File: config.mk
export PLATFORM = sky130hd
export DESIGN_NAME = moving_avg_filter
export DESIGN_NICKNAME = d
export VERILOG_FILES = /design/src/rtl/moving_avg_pkg.sv /design/src/rtl/tick_divider.sv /design/src/rtl/moving_avg_filter.sv
export SDC_FILE = /design/constraint.sdc
export NUM_CORES = 1
export LEC_CHECK = 0
export CAP_MARGIN = 15
export CORE_MARGIN = 2
export CORE_UTILIZATION = 58
export CTS_BUF_LIST = sky130_fd_sc_hd__clkbuf_8
export CTS_CLUSTER_SIZE = 24
export DETAILED_ROUTE_END_ITERATION = 7
export GPL_TIMING_DRIVEN = 1
export PLACE_DENSITY = 0.78
export SYNTH_ARGS = -nofsm -noshare
export SYNTH_HDL_FRONTEND = slang
export SYNTH_SLANG_ARGS = --single-unit
File: constraint.sdc
create_clock -name clk -period 6.5 [get_ports clk]
set_clock_uncertainty 0.1 [all_clocks]
set_input_delay 1.3 -clock clk [delete_from_list [all_inputs] [get_ports clk]]
set_output_delay 1.3 -clock clk [all_outputs]
set_load 0.01 [all_outputs]
File: src/rtl/moving_avg_pkg.sv
// Shared helpers for the moving-average filter: width derivation,
// a constant-friendly clog2 and the window-select clamp.
package moving_avg_pkg;

  // Smallest r with 2^r >= value (0 for value <= 1).
  function automatic int clog2_int(input int value);
    int r;
    r = 0;
    for (int i = 0; i < 31; i++) begin
      if ((1 << i) < value) r = i + 1;
    end
    return r;
  endfunction

  // Accumulator width: enough headroom for 2^log2_depth full-scale samples.
  function automatic int calc_sum_w(input int data_w, input int log2_depth);
    return data_w + log2_depth;
  endfunction

  // Effective window exponent: selections beyond the history depth clamp.
  function automatic int eff_k(input int sel, input int max_log2);
    return (sel > max_log2) ? max_log2 : sel;
  endfunction

endpackage

File: src/rtl/tick_divider.sv
// Free-running sample-tick generator: one-cycle tick every TICK_DIV clocks.
// Only reset clears the count, so window flushes do not shift the tick phase.
module tick_divider
  import moving_avg_pkg::*;
#(
  parameter int TICK_DIV = 500000
) (
  input  logic clk,
  input  logic reset,
  output logic tick
);

  localparam int CNT_W = (clog2_int(TICK_DIV) < 1) ? 1 : clog2_int(TICK_DIV);
  localparam logic [CNT_W-1:0] LAST = CNT_W'(TICK_DIV - 1);

  logic [CNT_W-1:0] tick_cnt;

  // Count 0..TICK_DIV-1 and wrap on the tick cycle.
  always_ff @(posedge clk) begin
    if (reset) tick_cnt <= '0;
    else if (tick) tick_cnt <= '0;
    else tick_cnt <= tick_cnt + 1'b1;
  end

  assign tick = (tick_cnt == LAST);

endmodule

File: src/rtl/moving_avg_filter.sv
// Boxcar averager over a run-time power-of-two window. A circular history
// feeds a running sum: each tick adds the new sample and removes the one
// falling out of the window. Changing the window restarts the average.
module moving_avg_filter
  import moving_avg_pkg::*;
#(
  parameter int DATA_W         = 16,
  parameter int MAX_LOG2_DEPTH = 4,
  parameter int TICK_DIV       = 500000,
  parameter int SEL_W          = 3
) (
  input  logic                     clk,
  input  logic                     reset,
  input  logic signed [DATA_W-1:0] in_data,
  input  logic [SEL_W-1:0]         win_sel,
  output logic signed [DATA_W-1:0] out_data,
  output logic                     out_valid,
  output logic                     primed
);

  localparam int DEPTH = 1 << MAX_LOG2_DEPTH;
  localparam int SUM_W = calc_sum_w(DATA_W, MAX_LOG2_DEPTH);
  localparam int K_W   = (clog2_int(MAX_LOG2_DEPTH + 1) < 1) ? 1 : clog2_int(MAX_LOG2_DEPTH + 1);

  logic tick;

  logic signed [DATA_W-1:0]   hist [DEPTH];
  logic [MAX_LOG2_DEPTH-1:0]  wr;
  logic [MAX_LOG2_DEPTH-1:0]  rd_idx;
  logic [MAX_LOG2_DEPTH:0]    fill;
  logic [MAX_LOG2_DEPTH:0]    fill_next;
  logic [MAX_LOG2_DEPTH:0]    win_len;
  logic [K_W-1:0]             k_q;
  logic [K_W-1:0]             k_eff;
  logic                       flush;
  logic signed [SUM_W-1:0]    sum;
  logic signed [SUM_W-1:0]    sum_next;
  logic signed [SUM_W-1:0]    in_ext;
  logic signed [SUM_W-1:0]    old_ext;
  logic signed [DATA_W-1:0]   avg_next;

  tick_divider #(.TICK_DIV(TICK_DIV)) u_tick_divider (
    .clk   (clk),
    .reset (reset),
    .tick  (tick)
  );

  assign k_eff = K_W'(eff_k(int'(win_sel), MAX_LOG2_DEPTH));
  assign flush = (k_eff != k_q);

  // Window length 2^k; for the full window the low bits vanish so the
  // sample leaving the window is the one about to be overwritten.
  assign win_len   = {{MAX_LOG2_DEPTH{1'b0}}, 1'b1} << k_q;
  assign rd_idx    = wr - win_len[MAX_LOG2_DEPTH-1:0];
  assign in_ext    = SUM_W'(in_data);
  assign old_ext   = SUM_W'(hist[rd_idx]);
  assign sum_next  = sum + in_ext - old_ext;
  assign avg_next  = DATA_W'(sum_next >>> k_q);
  assign fill_next = (fill == win_len) ? fill : fill + 1'b1;
  assign primed    = (fill == win_len);

  // Reset and window change share one clear path; otherwise advance on tick.
  always_ff @(posedge clk) begin
    if (reset || flush) begin
      k_q       <= k_eff;
      wr        <= '0;
      fill      <= '0;
      sum       <= '0;
      out_data  <= '0;
      out_valid <= 1'b0;
      for (int i = 0; i < DEPTH; i++) hist[i] <= '0;
    end else begin
      out_valid <= tick;
      if (tick) begin
        hist[wr] <= in_data;
        wr       <= wr + 1'b1;
        sum      <= sum_next;
        fill     <= fill_next;
        out_data <= avg_next;
      end
    end
  end

endmodule

==> metrics.md <==
| Metric | Value |
|---|---|
| Outcome | finished clean |
| Max FO, Critical Path | 16 |
| Clock network power share | between 30% and 40% |
| Antenna-violating nets left | 0 |
| Max Clock Freq | around 160 MHz |
| Switching Power | 1610 uW |
| Crit path time final | 6.22 ns |
| Core Region | 0.0287 mm^2 |
| I/O pin count | 39 |
| Share of post-route cells with drive strength above 1 | 16.5% |
| Finished Layout Cells | 1867 |
| CTS H-tree depth | 2 |
| Initial antenna violation count | 0 |
| Routability cong. | 0.897 |
| HPWL after DPL | 27200 um |
| Drt first pass iters | 6 |
| Final Hold Fails | 0 |
| Synthesis-stage register bit count | roughly 320 |
| Crit path launch type | register |
| Crit-path max cell delay | between 0.6 and 0.7 ns |
| Worst hold margin | between 0.3 and 0.4 ns |
| Area grow syn2layout | 11.8% |
| Number of global-route vias before repair | 11500 |
| Post-synth top area cell | edfxtp_1 |
| Static Leak | 0.00730 uW |
| Post-route setup TNS | 0 ns |
| Buffers added on ports | 38 |
| Element type at the critical path end | register |
| Root buf cell | clkbuf_8 |
| Synth warn | 0 |
| Syn_nets | 1471 |
| MaxCap Viol Count | 0 |
| Worst hold stages | 2 |
| Ys async rst share | 0% |
| Relative slew slack | between 30% and 40% |
| EDFF count, synth | around 260 |
| Post-Synth XOR/XNOR Area | 2.28% |
| Tightest Pin Transition | 1.03 ns |
| Die H | 175 um |
| WP buf/inv | 2 |
| Cell Int Power | 3730 uW |
| 1st-iter DRT viols | 1061 |
| Global-route usage over all layers | 27.2% |
| Clk slew on worst S/H paths | ~0.07 ns |
| Worst hold path endpoint | sum[0] |
| Final instance area | 0.0189 mm^2 |
| Sequential power share | between 40 and 50% |
| Mux share of post-synthesis cell area | 11.4% |
| Grt total ovfl | 0 |
| Adder-cell share of the synthesized area | 4.60% |
| Via count | 11500 |
| Reg-to-Reg Start | k_q[1] |
| CP cell instances | or2_2, nor2_1, ha_4, inv_1, fa_2, buf_4, mux4_2, mux2i_1, nor2_1, a21oi_1, fa_1, ha_1, and3_1, nand2_1, nor3b_1, or2_4, xnor2_2, o22ai_1, o31a_1, a211o_1 |
| Starting density of the core | 58.8% |
| Pins Over Slew Limit | 0 |
| Final period util | 95.7% |
| Post-Syn Area | between 0.015 and 0.02 mm^2 |
| Logic pwr share | 24.4% |
| Die area | 0.0305 mm^2 |
| Most used DFF post-synth | edfxtp_1 |
| Final nets | 1515 |
| Most frequent cells after synthesis | edfxtp_1, and2_1, nor2_1, clkbuf_1, mux4_2 |
| Combinational family with the most area after synthesis | simple AND/OR/NAND/NOR gates |
| Post-synth cell types | 74 |
| Min-Delay Startpoint | sum[0] |
| Cell Area, Placed | around 0.018 mm^2 |
| Reg2Reg Depth | 20 |
| Sink Count | 324 |
| Inst Count DP | 1769 |
| First-pass GRT wire length | 64300 um |
| Worst R2R Setup Slack | 0.28 ns |
| Worst-Skew Late Latency | about 0.60 ns |
| Synth Area in Simple Gates | between 15 and 20% |
| Post-Route WL | 40500 um |
| Vias/cell | 6.17 |
| Switching share of total power | a little over 30% |
| Crit path arrival time | 6.60 ns |
| CTS Buffer Depth | 3 |
| Slowest CP cell | fa_2 |
| Sequential share of the synthesized area | 53.8% |
| Row count | 62 |
| Hold WC Path Type | register to register |
| CTS tree | built |
| DR WL/cell | 21.7 um |
| Unrepaired setup endpoints after global routing | no |
| Most common cell in the netlist | edfxtp_1 |
| Worst endpoint required time | 6.88 ns |
| Crit Path Class | register to register |
| Post-CTS Hold Buffers | 0 |
| Total power | 5340 uW |
| R2r endpoint | out_data[11] |
| Synth top area share | 46.1% |
| # diodes | 0 |
| Synth Area in Compound Gates | 7.13% |
| PwrDens | between 200 and 300 mW/mm^2 |
| Mapped Cells | 1400 |
| Horiz. Die Dim | 175 um |
| Cell repeated most along the worst path | nor2_1 |
| Avg Synthesized Cell Area | 12.1 um^2 |
| Num CTS Buffers | 53 |
| Final setup viols | 0 |
| Largest net degree at the start of global routing | 38 |
| # DRC | 0 |
| Cell family with most CP delay | adder cells |
| Peak VDD IR | 0.193 mV |
| Synth top area cells | edfxtp_1, mux4_2, dfxtp_1 |
## power groups by stage
stage / clock network (uW) / registers [uW] / logic, uW
floorplan: 0 / 2390 / 909
global placement: 0 / 2400 / 1250
detailed placement: 0 / 2400 / 1260
CTS: 1700 / 2360 / 1270
global route: 1780 / 2370 / 1410
finish: 1680 / 2360 / 1300
## repair_timing
action	CTS	global route
resized for setup	0	4
endpoints found under the setup margin	0	9
setup buffers	0	4
## through the flow
stage               worst slack (ns)  util [%]
CTS                           0.0942      65.5
global placement               0.117      62.1
detailed placement             0.110      62.1
floorplan                      0.433         -
finish                         0.276      65.8
global route                  0.0356      65.8
## layout make-up
class	count	area, um^2
well taps	384	480
clock inverters	35	179
repair buffers	98	893
flip-flops and latches	324	9080
fillers	2148	9830
inverters	48	180
multi-input cells	919	7250
clock buffers	59	812
## sequential cells by signal, indices dropped and copies added, names as in the netlist
register / cells
fill: 5
out_valid: 1
u_tick_divider.tick_cnt: 19
hist: 256
k_q: 3
wr: 4
out_data: 16
sum: 20
## worst reg2reg max path: stages (launching register included)
cell	delay [ns]
edfxtp_1	0.38
or2_2	0.41
nor2_1	0.19
ha_4	0.14
inv_1	0.06
fa_2	0.66
buf_4	0.31
mux4_2	0.36
mux2i_1	0.30
nor2_1	0.07
a21oi_1	0.22
fa_1	0.47
ha_1	0.49
and3_1	0.28
nand2_1	0.10
nor3b_1	0.45
or2_4	0.24
xnor2_2	0.17
o22ai_1	0.14
o31a_1	0.29
a211o_1	0.27
## layout by cell type, fill, tap and decap left out, types with 59 or more instances in the layout
cell,n
clkbuf_8,59
a21oi_1,63
inv_1,63
and2_1,196
nor3_1,60
nor2_1,103
edfxtp_1,259
nand2_1,67
dfxtp_1,65
mux4_2,69
## cells by family after synthesis
kind of cell / count (synthesis)
multiplexers: 105
flip-flops: 324
adder cells (fa/ha/maj): 50
buffers and inverters: 157
AND/OR/NAND/NOR: 535
AO/OA/AOI/OAI: 186
XOR/XNOR: 43
## layer usage
layer | GRT usage [%] | part of all wire, % | wire [um]
met1 | 38.8 | 42 | 17200
met2 | 43.1 | 47 | 19000
met3 | 5.24 | 8.2 | 3310
met4 | 7.92 | 2.5 | 1010
met5 | 0 | 0 | 0
## worst max-delay path by stage
stage / start / endpoint / cells past startpoint
floorplan: k_q[0] / out_data[11] / 20
global placement: k_q[1] / out_data[12] / 20
detailed placement: k_q[1] / out_data[12] / 19
CTS: k_q[1] / out_data[12] / 19
global route: k_q[1] / out_data[12] / 19
finish: k_q[1] / out_data[11] / 20
Note: power is estimated with default switching activity, not from simulation.
